## config.mk

```make
export PLATFORM = sky130hd
export DESIGN_NAME = fr_adder_sched
export DESIGN_NICKNAME = d
export VERILOG_FILES = /design/src/rtl/fr_adder_sched_pkg.sv /design/src/rtl/fr_rr_arb2.sv /design/src/rtl/fr_adder_sched.sv
export SDC_FILE = /design/constraint.sdc
export NUM_CORES = 1
export LEC_CHECK = 0
export BUFFER_PORTS_ARGS = -buffer_cell sky130_fd_sc_hd__buf_4
export CAP_MARGIN = 30
export CELL_PAD_IN_SITES_DETAIL_PLACEMENT = 1
export CELL_PAD_IN_SITES_GLOBAL_PLACEMENT = 2
export CORE_UTILIZATION = 30
export DETAILED_ROUTE_END_ITERATION = 8
export GPL_TIMING_DRIVEN = 0
export HOLD_SLACK_MARGIN = 0.03
export PLACE_DENSITY = 0.92
export RECOVER_POWER = 100
export SETUP_SLACK_MARGIN = 0.05
export SLEW_MARGIN = 20
export SYNTH_ARGS = -nofsm -noshare
export SYNTH_HDL_FRONTEND = slang
export SYNTH_SLANG_ARGS = --single-unit
```

## constraint.sdc

```tcl
create_clock -name clock -period 6.75 [get_ports clock]
set_clock_uncertainty 0.1 [all_clocks]
set_input_delay 1.35 -clock clock [delete_from_list [all_inputs] [get_ports clock]]
set_output_delay 1.35 -clock clock [all_outputs]
set_load 0.02 [all_outputs]
```

## src/rtl/fr_adder_sched_pkg.sv

```systemverilog
// Shared constants and types for the fraction-adder scheduler.
package fr_adder_sched_pkg;

  localparam int unsigned FR_W        = 24;
  localparam int unsigned DEF_LATENCY = 8;
  localparam int unsigned DEF_MAX_OUT = 4;

  localparam logic LANE0 = 1'b0;
  localparam logic LANE1 = 1'b1;

  // One in-flight operation: occupied flag plus the lane that owns it.
  typedef struct packed {
    logic valid;
    logic lane;
  } tag_t;

  localparam tag_t TAG_IDLE = '{valid: 1'b0, lane: 1'b0};

endpackage

```

## src/rtl/fr_rr_arb2.sv

```systemverilog
// Two-way round-robin arbiter: grants the pointed-to lane when eligible,
// otherwise the other lane; pointer moves to the lane not granted.
module fr_rr_arb2 (
  input  logic       clock,
  input  logic       reset,
  input  logic [1:0] elig,
  output logic [1:0] grant,
  output logic       ptr
);

  // Priority to the pointer lane, fall back to the other one.
  always_comb begin
    grant = '0;
    if (elig[ptr]) begin
      grant[ptr] = 1'b1;
    end else if (elig[~ptr]) begin
      grant[~ptr] = 1'b1;
    end
  end

  // Pointer becomes the non-granted lane; holds when nothing is granted.
  always_ff @(posedge clock or posedge reset) begin
    if (reset) begin
      ptr <= 1'b0;
    end else if (grant[0]) begin
      ptr <= 1'b1;
    end else if (grant[1]) begin
      ptr <= 1'b0;
    end
  end

endmodule

```

## src/rtl/fr_adder_sched.sv

```systemverilog
// Two-lane scheduler for a shared pipelined fraction adder: round-robin
// issue, tag pipe matching the adder depth, per-lane credit limiting.
module fr_adder_sched
  import fr_adder_sched_pkg::*;
#(
  parameter int unsigned LATENCY = DEF_LATENCY,
  parameter int unsigned MAX_OUT = DEF_MAX_OUT
) (
  input  logic            clock,
  input  logic            reset,
  input  logic            issue_en,
  input  logic            req0_valid,
  output logic            req0_ready,
  input  logic [FR_W-1:0] req0_in1,
  input  logic [FR_W-1:0] req0_in2,
  input  logic            req0_sign_in1,
  input  logic            req0_sign_in2,
  input  logic            req1_valid,
  output logic            req1_ready,
  input  logic [FR_W-1:0] req1_in1,
  input  logic [FR_W-1:0] req1_in2,
  input  logic            req1_sign_in1,
  input  logic            req1_sign_in2,
  output logic [FR_W-1:0] add_in1,
  output logic [FR_W-1:0] add_in2,
  output logic            add_sign_in1,
  output logic            add_sign_in2,
  input  logic [FR_W-1:0] add_out,
  input  logic            add_out_sign,
  input  logic            add_overflow,
  output logic            res0_valid,
  output logic [FR_W-1:0] res0_out,
  output logic            res0_sign,
  output logic            res0_overflow,
  output logic            res1_valid,
  output logic [FR_W-1:0] res1_out,
  output logic            res1_sign,
  output logic            res1_overflow,
  output logic            busy
);

  localparam int unsigned CW = $clog2(MAX_OUT + 1);

  logic [CW-1:0] cnt0;
  logic [CW-1:0] cnt1;
  logic [1:0]    elig;
  logic [1:0]    grant;
  logic          ptr;
  tag_t          issue_tag;
  tag_t          tpipe [LATENCY];
  tag_t          tail;
  logic          pipe_any;

  // A lane competes only while issuing is enabled and it holds a credit.
  always_comb begin
    elig[0] = issue_en & req0_valid & (cnt0 < CW'(MAX_OUT));
    elig[1] = issue_en & req1_valid & (cnt1 < CW'(MAX_OUT));
  end

  fr_rr_arb2 u_arb (
    .clock (clock),
    .reset (reset),
    .elig  (elig),
    .grant (grant),
    .ptr   (ptr)
  );

  assign req0_ready = grant[0];
  assign req1_ready = grant[1];
  assign tail       = tpipe[LATENCY-1];

  // Issue register: load granted operands, otherwise feed zeros and an idle tag.
  always_ff @(posedge clock or posedge reset) begin
    if (reset) begin
      add_in1      <= '0;
      add_in2      <= '0;
      add_sign_in1 <= 1'b0;
      add_sign_in2 <= 1'b0;
      issue_tag    <= TAG_IDLE;
    end else if (grant[LANE0]) begin
      add_in1      <= req0_in1;
      add_in2      <= req0_in2;
      add_sign_in1 <= req0_sign_in1;
      add_sign_in2 <= req0_sign_in2;
      issue_tag    <= '{valid: 1'b1, lane: LANE0};
    end else if (grant[LANE1]) begin
      add_in1      <= req1_in1;
      add_in2      <= req1_in2;
      add_sign_in1 <= req1_sign_in1;
      add_sign_in2 <= req1_sign_in2;
      issue_tag    <= '{valid: 1'b1, lane: LANE1};
    end else begin
      add_in1      <= '0;
      add_in2      <= '0;
      add_sign_in1 <= 1'b0;
      add_sign_in2 <= 1'b0;
      issue_tag    <= TAG_IDLE;
    end
  end

  // Tag pipe shadows the adder so its tail lines up with add_out.
  always_ff @(posedge clock or posedge reset) begin
    if (reset) begin
      for (int unsigned i = 0; i < LATENCY; i++) begin
        tpipe[i] <= TAG_IDLE;
      end
    end else begin
      tpipe[0] <= issue_tag;
      for (int unsigned i = 1; i < LATENCY; i++) begin
        tpipe[i] <= tpipe[i-1];
      end
    end
  end

  // Result registers: route the adder output to the owning lane, hold between strobes.
  always_ff @(posedge clock or posedge reset) begin
    if (reset) begin
      res0_valid    <= 1'b0;
      res0_out      <= '0;
      res0_sign     <= 1'b0;
      res0_overflow <= 1'b0;
      res1_valid    <= 1'b0;
      res1_out      <= '0;
      res1_sign     <= 1'b0;
      res1_overflow <= 1'b0;
    end else begin
      res0_valid <= tail.valid && (tail.lane == LANE0);
      res1_valid <= tail.valid && (tail.lane == LANE1);
      if (tail.valid && (tail.lane == LANE0)) begin
        res0_out      <= add_out;
        res0_sign     <= add_out_sign;
        res0_overflow <= add_overflow;
      end
      if (tail.valid && (tail.lane == LANE1)) begin
        res1_out      <= add_out;
        res1_sign     <= add_out_sign;
        res1_overflow <= add_overflow;
      end
    end
  end

  function automatic logic [CW-1:0] cnt_next(input logic [CW-1:0] c,
                                             input logic inc, input logic dec);
    if (inc && !dec) return c + CW'(1);
    if (dec && !inc) return c - CW'(1);
    return c;
  endfunction

  // Credits: taken on grant, returned on the lane's result strobe.
  always_ff @(posedge clock or posedge reset) begin
    if (reset) begin
      cnt0 <= '0;
      cnt1 <= '0;
    end else begin
      cnt0 <= cnt_next(cnt0, grant[0], res0_valid);
      cnt1 <= cnt_next(cnt1, grant[1], res1_valid);
    end
  end

  // Busy while anything sits in the issue stage, the pipe, or holds a credit.
  always_comb begin
    pipe_any = 1'b0;
    for (int unsigned i = 0; i < LATENCY; i++) begin
      pipe_any = pipe_any | tpipe[i].valid;
    end
    busy = issue_tag.valid | pipe_any | (cnt0 != '0) | (cnt1 != '0);
  end

endmodule

```

==> results.toml, run 1 <==
[route]
drc = 0
first_pass_iters = 4
num_vias = 3526
wl_per_cell_um = 16.1
wl_um = 12600
viasPerCell = 4.50
drt_iter0_markers = 73
antenna_left = 0

[power_and_ir_drop]
p_comb_share_pct = 21.0
leakagePower_nw = 3.30
seqPwrFrac_pct = 41.1
p_switching_w = 0.000714
internal_power_w = 0.00166
max-vdd-ir-drop_mv = 0.158
powerDensity_nw_per_um2 = 341
swShare_pct = 30.1
p_clk_share_pct = 38.0

[finish]
drive_gt1_share_pct = 30.8
n_antenna_cell = 0
area_growth_pct = 44.4
nets = 700
design_area_um2 = 6970
fin_util_pct = 45.2

[setup_path]
crit_path_start_kind = "input port"
critPathBufInv = 3
crit_path_end_kind = "primary output"
crit_path_start = "req0_valid"
crit_fanout = 11
critPathArrivalTime_ns = 3.07
critPathMaxStageDelay_ns = 0.66
crit_path_cell_trace = "clkbuf_1, nand3b_1, a31oi_1, clkbuf_1, clkbuf_1"
rr_worst_depth = 8
cp_slowest_cell = "a31oi_1"
cpMostUsedCell = "clkbuf_1"
r2r_slack_ns = 3.84
timing.rr.end = "cnt0[2]"
reg2reg_from = "cnt0[2]"
path_class = "input port to primary output"
critPathTopFamily = "buffers and inverters"
crit_required_ns = 5.30

[placed_design]
place_area_um2 = 6900
gp_congestion = 0.728
numPortBuffers = 237
dp_hpwl_um = 9640
preCtsSetupSlack_ns = 2.94

[yosys]
synth-seq-cells = 129
yosysSeqAreaShare_pct = 66.9
ys.flop_type = "dfrtp_1"
syn_nets = 443
syn_avg_cell_area_um2 = 16.0
synth_most_common_cell = "dfrtp_1"
synth.largest_area_cell = "dfrtp_1"
synth_edf_count = 0
synth_area_um2 = 4820
synth_area_leaders = "dfrtp_1 (67%), mux2_1 (9.6%), a22o_1 (9.1%), ha_1 (2.6%), mux2_2 (2.6%)"
yosys_warnings = 0
synth.distinct_cells = 30
synth_top_area_share_pct = 66.9
synth_cells = 302
netlist_top_cells_count = "dfrtp_1 (129), a22o_1 (50), mux2_1 (41)"
synthArstFlopShare_pct = 100

[global_route]
antenna_found_initial = 0
grt_pass1_vias = 3925
grt_max_degree = 78
track_usage_pct = 15.9
grt-ovfl-total = 0
grt_pass1_wl_um = 19800

[die]
die_w_um = 129
die_h_um = 129
die_area_um2 = 16600
pin_count = 238
rows = 45
start_util_pct = 31.3
core_area_um2 = 15400

[clocking]
clkLatencyLatePin_ns = 0.40
cts_buffers = 17
ctsHoldBuffers = 0
cts_sinks = 129
cts-root-buf = "clkbuf_16"
cts.clk_slew.worst_paths_ns = 0.05
cts_repair_resize_count = 0
cts_tree = "done"
clk_path_buf_depth = 2
ctsHtreeMaxLevel = 4
cts_setup_buffers = 0

[timing]
fin_ws_ns = 2.23
fin_crit_ns = 4.52
hold_viol = 0
slew_viol_final = 77
worst_pin_slew_ns = 3.38
slew_headroom_pct = -126
setup_violations = 0
tns_ns = 0
max_freq_mhz = 221
rsz0062_at_grt = "no"
finalCritPeriodShare_pct = 67.0

[hold_path]
worstHoldPathCells = 0
hp-start = "tpipe[6]"
hold_path_class = "flip-flop to flip-flop"
hold_path_end = "tpipe[4]"

[status]
violations = "max-capacitance violations, max-slew violations"
status = "complete, but fails checks"

[run]
drv_cap = 1
==> stage by stage <==
step / hold WS [ns] / instances / total power [W]
finish: 0.247 / 783 / 0.00237
global route: 0.255 / 783 / 0.00249
CTS: 0.250 / 783 / 0.00252
detailed placement: 0.236 / 751 / 0.00160
global placement: 0.232 / 750 / 0.00157
floorplan: 0.231 / 302 / 0.00128
==> placed cells by master (no fill, tap or decap), types with 5 or more instances in the layout <==
| cell | count |
|---|---|
| a22o_1 | 50 |
| buf_4 | 120 |
| clkbuf_1 | 124 |
| clkbuf_16 | 17 |
| clkbuf_4 | 6 |
| dfrtp_1 | 129 |
| ha_1 | 10 |
| inv_1 | 9 |
| mux2_1 | 41 |
| mux2_2 | 11 |
| xnor2_1 | 5 |
==> power groups by stage <==
stage	Sequential, W	Clock [W]	Combinational, W
after global placement	0.000982	0	0.000585
final	0.000975	0.000901	0.000498
after CTS	0.000980	0.000926	0.000611
after floorplan	0.00112	0	0.000165
after global routing	0.000994	0.000959	0.000540
after detailed placement	0.000993	0	0.000609
==> kinds of logic after synthesis <==
kind of cell,count (synthesis),synth area share [%]
DFF,129,66.9
AOI/OAI and AO/OA,58,10.4
muxes,53,12.3
buffers and inverters,28,3.92
and+or+nand+nor,18,2.75
adders and majority gates,10,2.59
xor gates and xnor gates,6,1.09
==> layer usage <==
metal,routed length (µm),global-route usage [%]
met5,0,0
met4,270,7.54
met3,1040,5.36
met2,6520,28.3
met1,4740,16.8
==> how the worst max path moves through the flow <==
stage,endpoint,cells after the start
after floorplan,add_in1[0],1
after global placement,res1_out[15],2
after detailed placement,req0_ready,5
after CTS,req0_ready,5
after global routing,req0_ready,5
final,req0_ready,5
==> flip-flops by register name, summed over array words and instances, names as in the netlist, 3 cells and up <==
name,flops
res1_out,24
tpipe,14
add_in2,24
cnt0,3
add_in1,24
cnt1,3
res0_out,24
==> layout make-up <==
class | instances | area (µm²)
Clock inverter | 12 | 133
Sequential cell | 129 | 3230
Fill cell | 1691 | 8460
Multi-Input combinational cell | 145 | 1390
Buffer | 16 | 65.1
Clock buffer | 20 | 457
Tap cell | 211 | 264
Inverter | 12 | 46.3
Timing Repair Buffer | 238 | 1390
Power figures use the tool's default switching activity.
==> inputs of run 2 (changes only) <==
--- a/config.mk
+++ b/config.mk
@@ -9,11 +9,11 @@
 export CAP_MARGIN = 30
 export CELL_PAD_IN_SITES_DETAIL_PLACEMENT = 1
 export CELL_PAD_IN_SITES_GLOBAL_PLACEMENT = 2
-export CORE_UTILIZATION = 30
+export CORE_UTILIZATION = 29
 export DETAILED_ROUTE_END_ITERATION = 8
 export GPL_TIMING_DRIVEN = 0
 export HOLD_SLACK_MARGIN = 0.03
-export PLACE_DENSITY = 0.92
+export PLACE_DENSITY = 0.9
 export RECOVER_POWER = 100
 export SETUP_SLACK_MARGIN = 0.05
 export SLEW_MARGIN = 20
==> constraint.sdc (replaced) <==
create_clock -name clock -period 4.5 [get_ports clock]
set_clock_uncertainty 0.1 [all_clocks]
set_input_delay 0.9 -clock clock [delete_from_list [all_inputs] [get_ports clock]]
set_output_delay 0.9 -clock clock [all_outputs]
set_load 0.02 [all_outputs]
==> run 2 against run 1 <==
  * The run still ends with max-capacitance violations, max-slew violations left
  * Setup slack worse by 1.3 ns
  * Critical endpoint unchanged
  * Combinational power is 50% higher
  * Worst hold slack worse by 0.0019 ns
  * Highest routed layer unchanged
  * Global-route usage is 0.66 points lower
  * Via count is 0.77% lower
  * Critical path depth stayed put
  * Clock-buffer cell count is 7 higher
  * Critical path type unchanged
==> results.toml, run 2 (synthesized netlist as in run 1, its figures left out) <==
[global_route]
antenna_found_initial = 0
grt-ovfl-total = 0
track_usage_pct = 15.2
grt_pass1_vias = 3728
grt_pass1_wl_um = 19200
grt_max_degree = 86

[finish]
area_growth_pct = 44.2
n_antenna_cell = 0
layout_common_cells = "dfrtp_1 (129), buf_4 (128), clkbuf_1 (123), a22o_1 (50), mux2_1 (41)"
fillers = 1745
fin_cells = 787
nets = 700
drive_gt1_share_pct = 30.8
fin_util_pct = 43.3
mostFrequentLayoutCell = "dfrtp_1"

[timing]
fin_crit_ns = 3.54
max_freq_mhz = 282
worst_pin_slew_ns = 2.04
slew_viol_final = 45
slew_headroom_pct = -37.1
rsz0062_at_grt = "no"
setup_violations = 0
hold_viol = 0
finalCritPeriodShare_pct = 78.7
fin_ws_ns = 0.960

[clocking]
ctsHtreeMaxLevel = 4
cts_tree = "done"
cts_buffers = 17
clkLatencyLatePin_ns = 0.40
cts_repair_resize_count = 0
clk_path_buf_depth = 2
ctsHoldBuffers = 0
cts.clk_slew.worst_paths_ns = 0.05
cts_setup_buffers = 0
cts_sinks = 129
cts-root-buf = "clkbuf_16"

[run]
drv_cap = 1

[die]
die_w_um = 131
start_util_pct = 30.0
core_area_um2 = 16100
pin_count = 238
die_h_um = 131
rows = 46
die_area_um2 = 17200

[status]
violations = "max-capacitance violations, max-slew violations"
status = "complete, but fails checks"

[placed_design]
numPortBuffers = 237
gp_congestion = 0.757
dp_hpwl_um = 9590
dpl.cell_count = 756
preCtsSetupSlack_ns = 1.57

[setup_path]
crit_path_start_kind = "input port"
crit_required_ns = 3.50
cp_slowest_cell = "a31oi_1"
critPathMaxStageDelay_ns = 0.62
crit_fanout = 11
path_class = "input port to primary output"
critPathArrivalTime_ns = 2.54
crit_path_cell_trace = "clkbuf_1, nand3b_1, a31oi_1, clkbuf_1, clkbuf_1"
crit_path_end_kind = "primary output"
cpMostUsedCell = "clkbuf_1"

[power_and_ir_drop]
max-vdd-ir-drop_mv = 0.266
powerDensity_nw_per_um2 = 497
leakagePower_nw = 3.31

[route]
antenna_left = 0
viasPerCell = 4.45
first_pass_iters = 4
drt_iter0_markers = 41
wl_per_cell_um = 16.0
num_vias = 3499
wl_um = 12600
drc = 0

[hold_path]
hold_path_class = "flip-flop to flip-flop"
==> run 2: through the flow <==
step	hold slack, ns	area, µm²	power (W)	setup TNS, ns
5_1_grt	0.252	6960	0.00365	0
6_report	0.245	6960	0.00346	0
4_1_cts	0.248	7460	0.00368	0
3_3_place_gp	0.233	6870	0.00235	-153.17
2_1_floorplan	0.231	4820	0.00193	0
3_5_place_dp	0.236	6910	0.00240	0
==> run 2: worst max-delay path, delay by kind of cell <==
| kind | cells | cell delay, ns |
|---|---|---|
| simple gates | 1 | 0.12 |
| compound gates | 1 | 0.62 |
| buf+inv | 3 | 0.89 |
==> run 2: per-layer routing <==
layer  track usage, %  up-vias  share of wire [%]
li1                 -     1593                  -
met1             16.4     1725                 37
met2             26.1      160                 53
met3             6.07       21                8.4
met4             6.96        0                1.8
met5                0        -                  0
==> run 2: path summary, 6_finish.rpt <==
kind	cells after the start	slack, ns	startpoint	endpoint
worst max-delay path	5	0.96	issue_en	req0_ready
worst min-delay path	0	0.25	tpipe[2]	tail[0]
worst max register to register	8	1.59	cnt0[2]	cnt0[2]
worst min register to register	0	0.25	tpipe[2]	tail[0]
max in group asynchronous	3	2.26	reset	add_in2[18]
min in group asynchronous	2	0.94	reset	res1_out[3]
==> run 2: final cells by class <==
cell class	instances	area, µm²	area share, %
tap	216	270	3.88
clock inverter	4	22.5	0.324
buffer	16	65.1	0.935
multi-input combinational	145	1390	20.0
inverter	12	46.3	0.665
timing repair buffer	238	1400	20.1
clock buffer	27	533	7.66
sequential	129	3230	46.4
==> run 2: power by group <==
group	internal (W)	leakage, nW	switching (W)	total, W
logic	0.000289	1.40	0.000458	0.000747
registers	0.00136	1.64	0.000102	0.00146
clock network	0.000801	0.275	0.000451	0.00125
total	0.00245	3.31	0.00101	0.00346
==> inputs of run 3 (changes only) <==
==> constraint.sdc (replaced) <==
create_clock -name clock -period 3.5 [get_ports clock]
set_clock_uncertainty 0.1 [all_clocks]
set_input_delay 0.7 -clock clock [delete_from_list [all_inputs] [get_ports clock]]
set_output_delay 0.7 -clock clock [all_outputs]
set_load 0.02 [all_outputs]
==> run 3 against run 2 <==
  * Non-clock buffer count grew 3
  * Setup slack lost 0.48 ns
  * Total power rose by 36%
  * Register-to-register slack worse by 0.81 ns
  * Die area did not move
  * Critical path depth decreased by 1
  * First-iteration DRC count grew 130%
  * Combinational power rose by 29%
  * Final cell count is 0.51% higher
  * The run still ends with max-capacitance violations, max-slew violations left
  * Sequential share of layout area decreased by 0.76 points
  * Largest cell class unchanged
  * Core utilization up 0.72 points
==> results.toml, run 3 (synthesized netlist as in run 1, its figures left out) <==
[status]
status = "complete, but fails checks"
violations = "max-capacitance violations, max-slew violations"

[setup_path]
rr_worst_depth = 8
reg2reg_from = "cnt0[2]"
critPathMaxStageDelay_ns = 0.60
crit_fanout = 11
r2r_slack_ns = 0.78
crit_path_start_kind = "flip-flop"
crit_path_cell_trace = "nand3b_1, a31oi_1, buf_4, clkbuf_1"
path_class = "flip-flop to primary output"
critPathArrivalTime_ns = 2.22
critPathBufInv = 2
crit_path_end_kind = "primary output"
cp_slowest_cell = "a31oi_1"
timing.rr.end = "cnt0[2]"
critPathTopFamily = "compound AO/OA/AOI/OAI gates"
crit_required_ns = 2.70

[clocking]
cts-root-buf = "clkbuf_16"
cts_setup_buffers = 0
ctsHtreeMaxLevel = 4
cts.clk_slew.worst_paths_ns = 0.05
ctsHoldBuffers = 0
cts_sinks = 129
cts_buffers = 17
cts_tree = "done"
clk_path_buf_depth = 2
cts_repair_resize_count = 0
clkLatencyLatePin_ns = 0.41

[route]
wl_per_cell_um = 16.1
antenna_left = 0
first_pass_iters = 4
drc = 0
drt_iter0_markers = 94
num_vias = 3524
viasPerCell = 4.46
wl_um = 12800

[finish]
mostFrequentLayoutCell = "buf_4"
area_growth_pct = 46.6
nets = 703
drive_gt1_share_pct = 31.3
layout_common_cells = "buf_4 (130), dfrtp_1 (129), clkbuf_1 (122), a22o_1 (50), mux2_1 (41)"
n_antenna_cell = 0

[die]
pin_count = 238
die_area_um2 = 17200
die_h_um = 131
rows = 46
start_util_pct = 30.0
core_area_um2 = 16100
die_w_um = 131

[placed_design]
numPortBuffers = 237
dp_hpwl_um = 10000
gp_congestion = 0.706

[timing]
tns_ns = 0
rsz0062_at_grt = "no"
worst_pin_slew_ns = 1.81
hold_viol = 0
finalCritPeriodShare_pct = 86.3
setup_violations = 0
max_freq_mhz = 331
slew_viol_final = 68
fin_crit_ns = 3.02
slew_headroom_pct = -20.9
hold_ws_ns = 0.176

[power_and_ir_drop]
max-vdd-ir-drop_mv = 0.347
leakagePower_nw = 3.36
powerDensity_nw_per_um2 = 667

[run]
drv_cap = 2

[global_route]
grt_pass1_vias = 3756
grt_pass1_wl_um = 19100
track_usage_pct = 15.2
grt-ovfl-total = 0
antenna_found_initial = 0
grt_max_degree = 35

[hold_path]
hold_path_class = "input port to asynchronous set/reset pin"
==> run 3: cell count changes in the layout (fill, tap and decap cells not counted) <==
cell        previous run  this run
buf_12                 0         1
buf_4                128       130
buf_8                  0         1
bufinv_16              0         4
clkbuf_1             123       122
clkbuf_8               7         3
clkinv_1               1         0
clkinv_2               3         2
clkinv_4               0         1
clkinvlp_4             1         2
inv_1                  9        10
nand2b_1               3         4
nand2b_4               1         0
==> run 3: per-stage QoR <==
step / total power (W) / setup slack [ns] / instances / instance area (µm²) / utilization (%)
floorplan: 0.00248 / 1.10 / 302 / 4830 / -
global placement: 0.00302 / 0.376 / 755 / 6880 / 42.8
detailed placement: 0.00309 / 0.865 / 759 / 6970 / 43.4
CTS: 0.00500 / 0.645 / 791 / 7600 / 47.3
global route: 0.00495 / 0.347 / 791 / 7070 / 44.0
finish: 0.00471 / 0.478 / 791 / 7070 / 44.0
==> run 3: report_power, final <==
| group | total, W | internal [W] | switching, W |
|---|---|---|---|
| registers | 0.00187 | 0.00174 | 0.000129 |
| logic | 0.000960 | 0.000370 | 0.000590 |
| clock network | 0.00188 | 0.00125 | 0.000632 |
| total | 0.00471 | 0.00336 | 0.00135 |
==> run 3: how the worst max path moves through the flow <==
stage | start | endpoint | slack, ns | cells after the start
final | cnt0[2] | req0_ready | 0.48 | 4
after global routing | cnt0[2] | req0_ready | 0.35 | 4
after CTS | cnt0[0] | busy | 0.65 | 6
after detailed placement | req0_valid | cnt0[2] | 0.86 | 9
after global placement | reset | add_in2[19] | 0.38 | 2
after floorplan | reset | add_in1[0] | 1.10 | 1
==> run 3: area by class of cell <==
class,instances,area (µm²)
inverters,12,46.3
multi-input cells,145,1380
clock buffers,23,478
repair buffers,241,1430
clock inverters,9,154
fillers,1733,8990
well taps,216,270
flip-flops and latches,129,3230
plain buffers,16,80.1
==> run 3: routing by layer <==
metal  vias up  track usage [%]  wire length, µm
met2       164             26.8             6720
met1      1736             16.1             4740
met3        16             6.19             1110
met5         -                0                0
li1       1608                -                -
met4         0             5.88              188
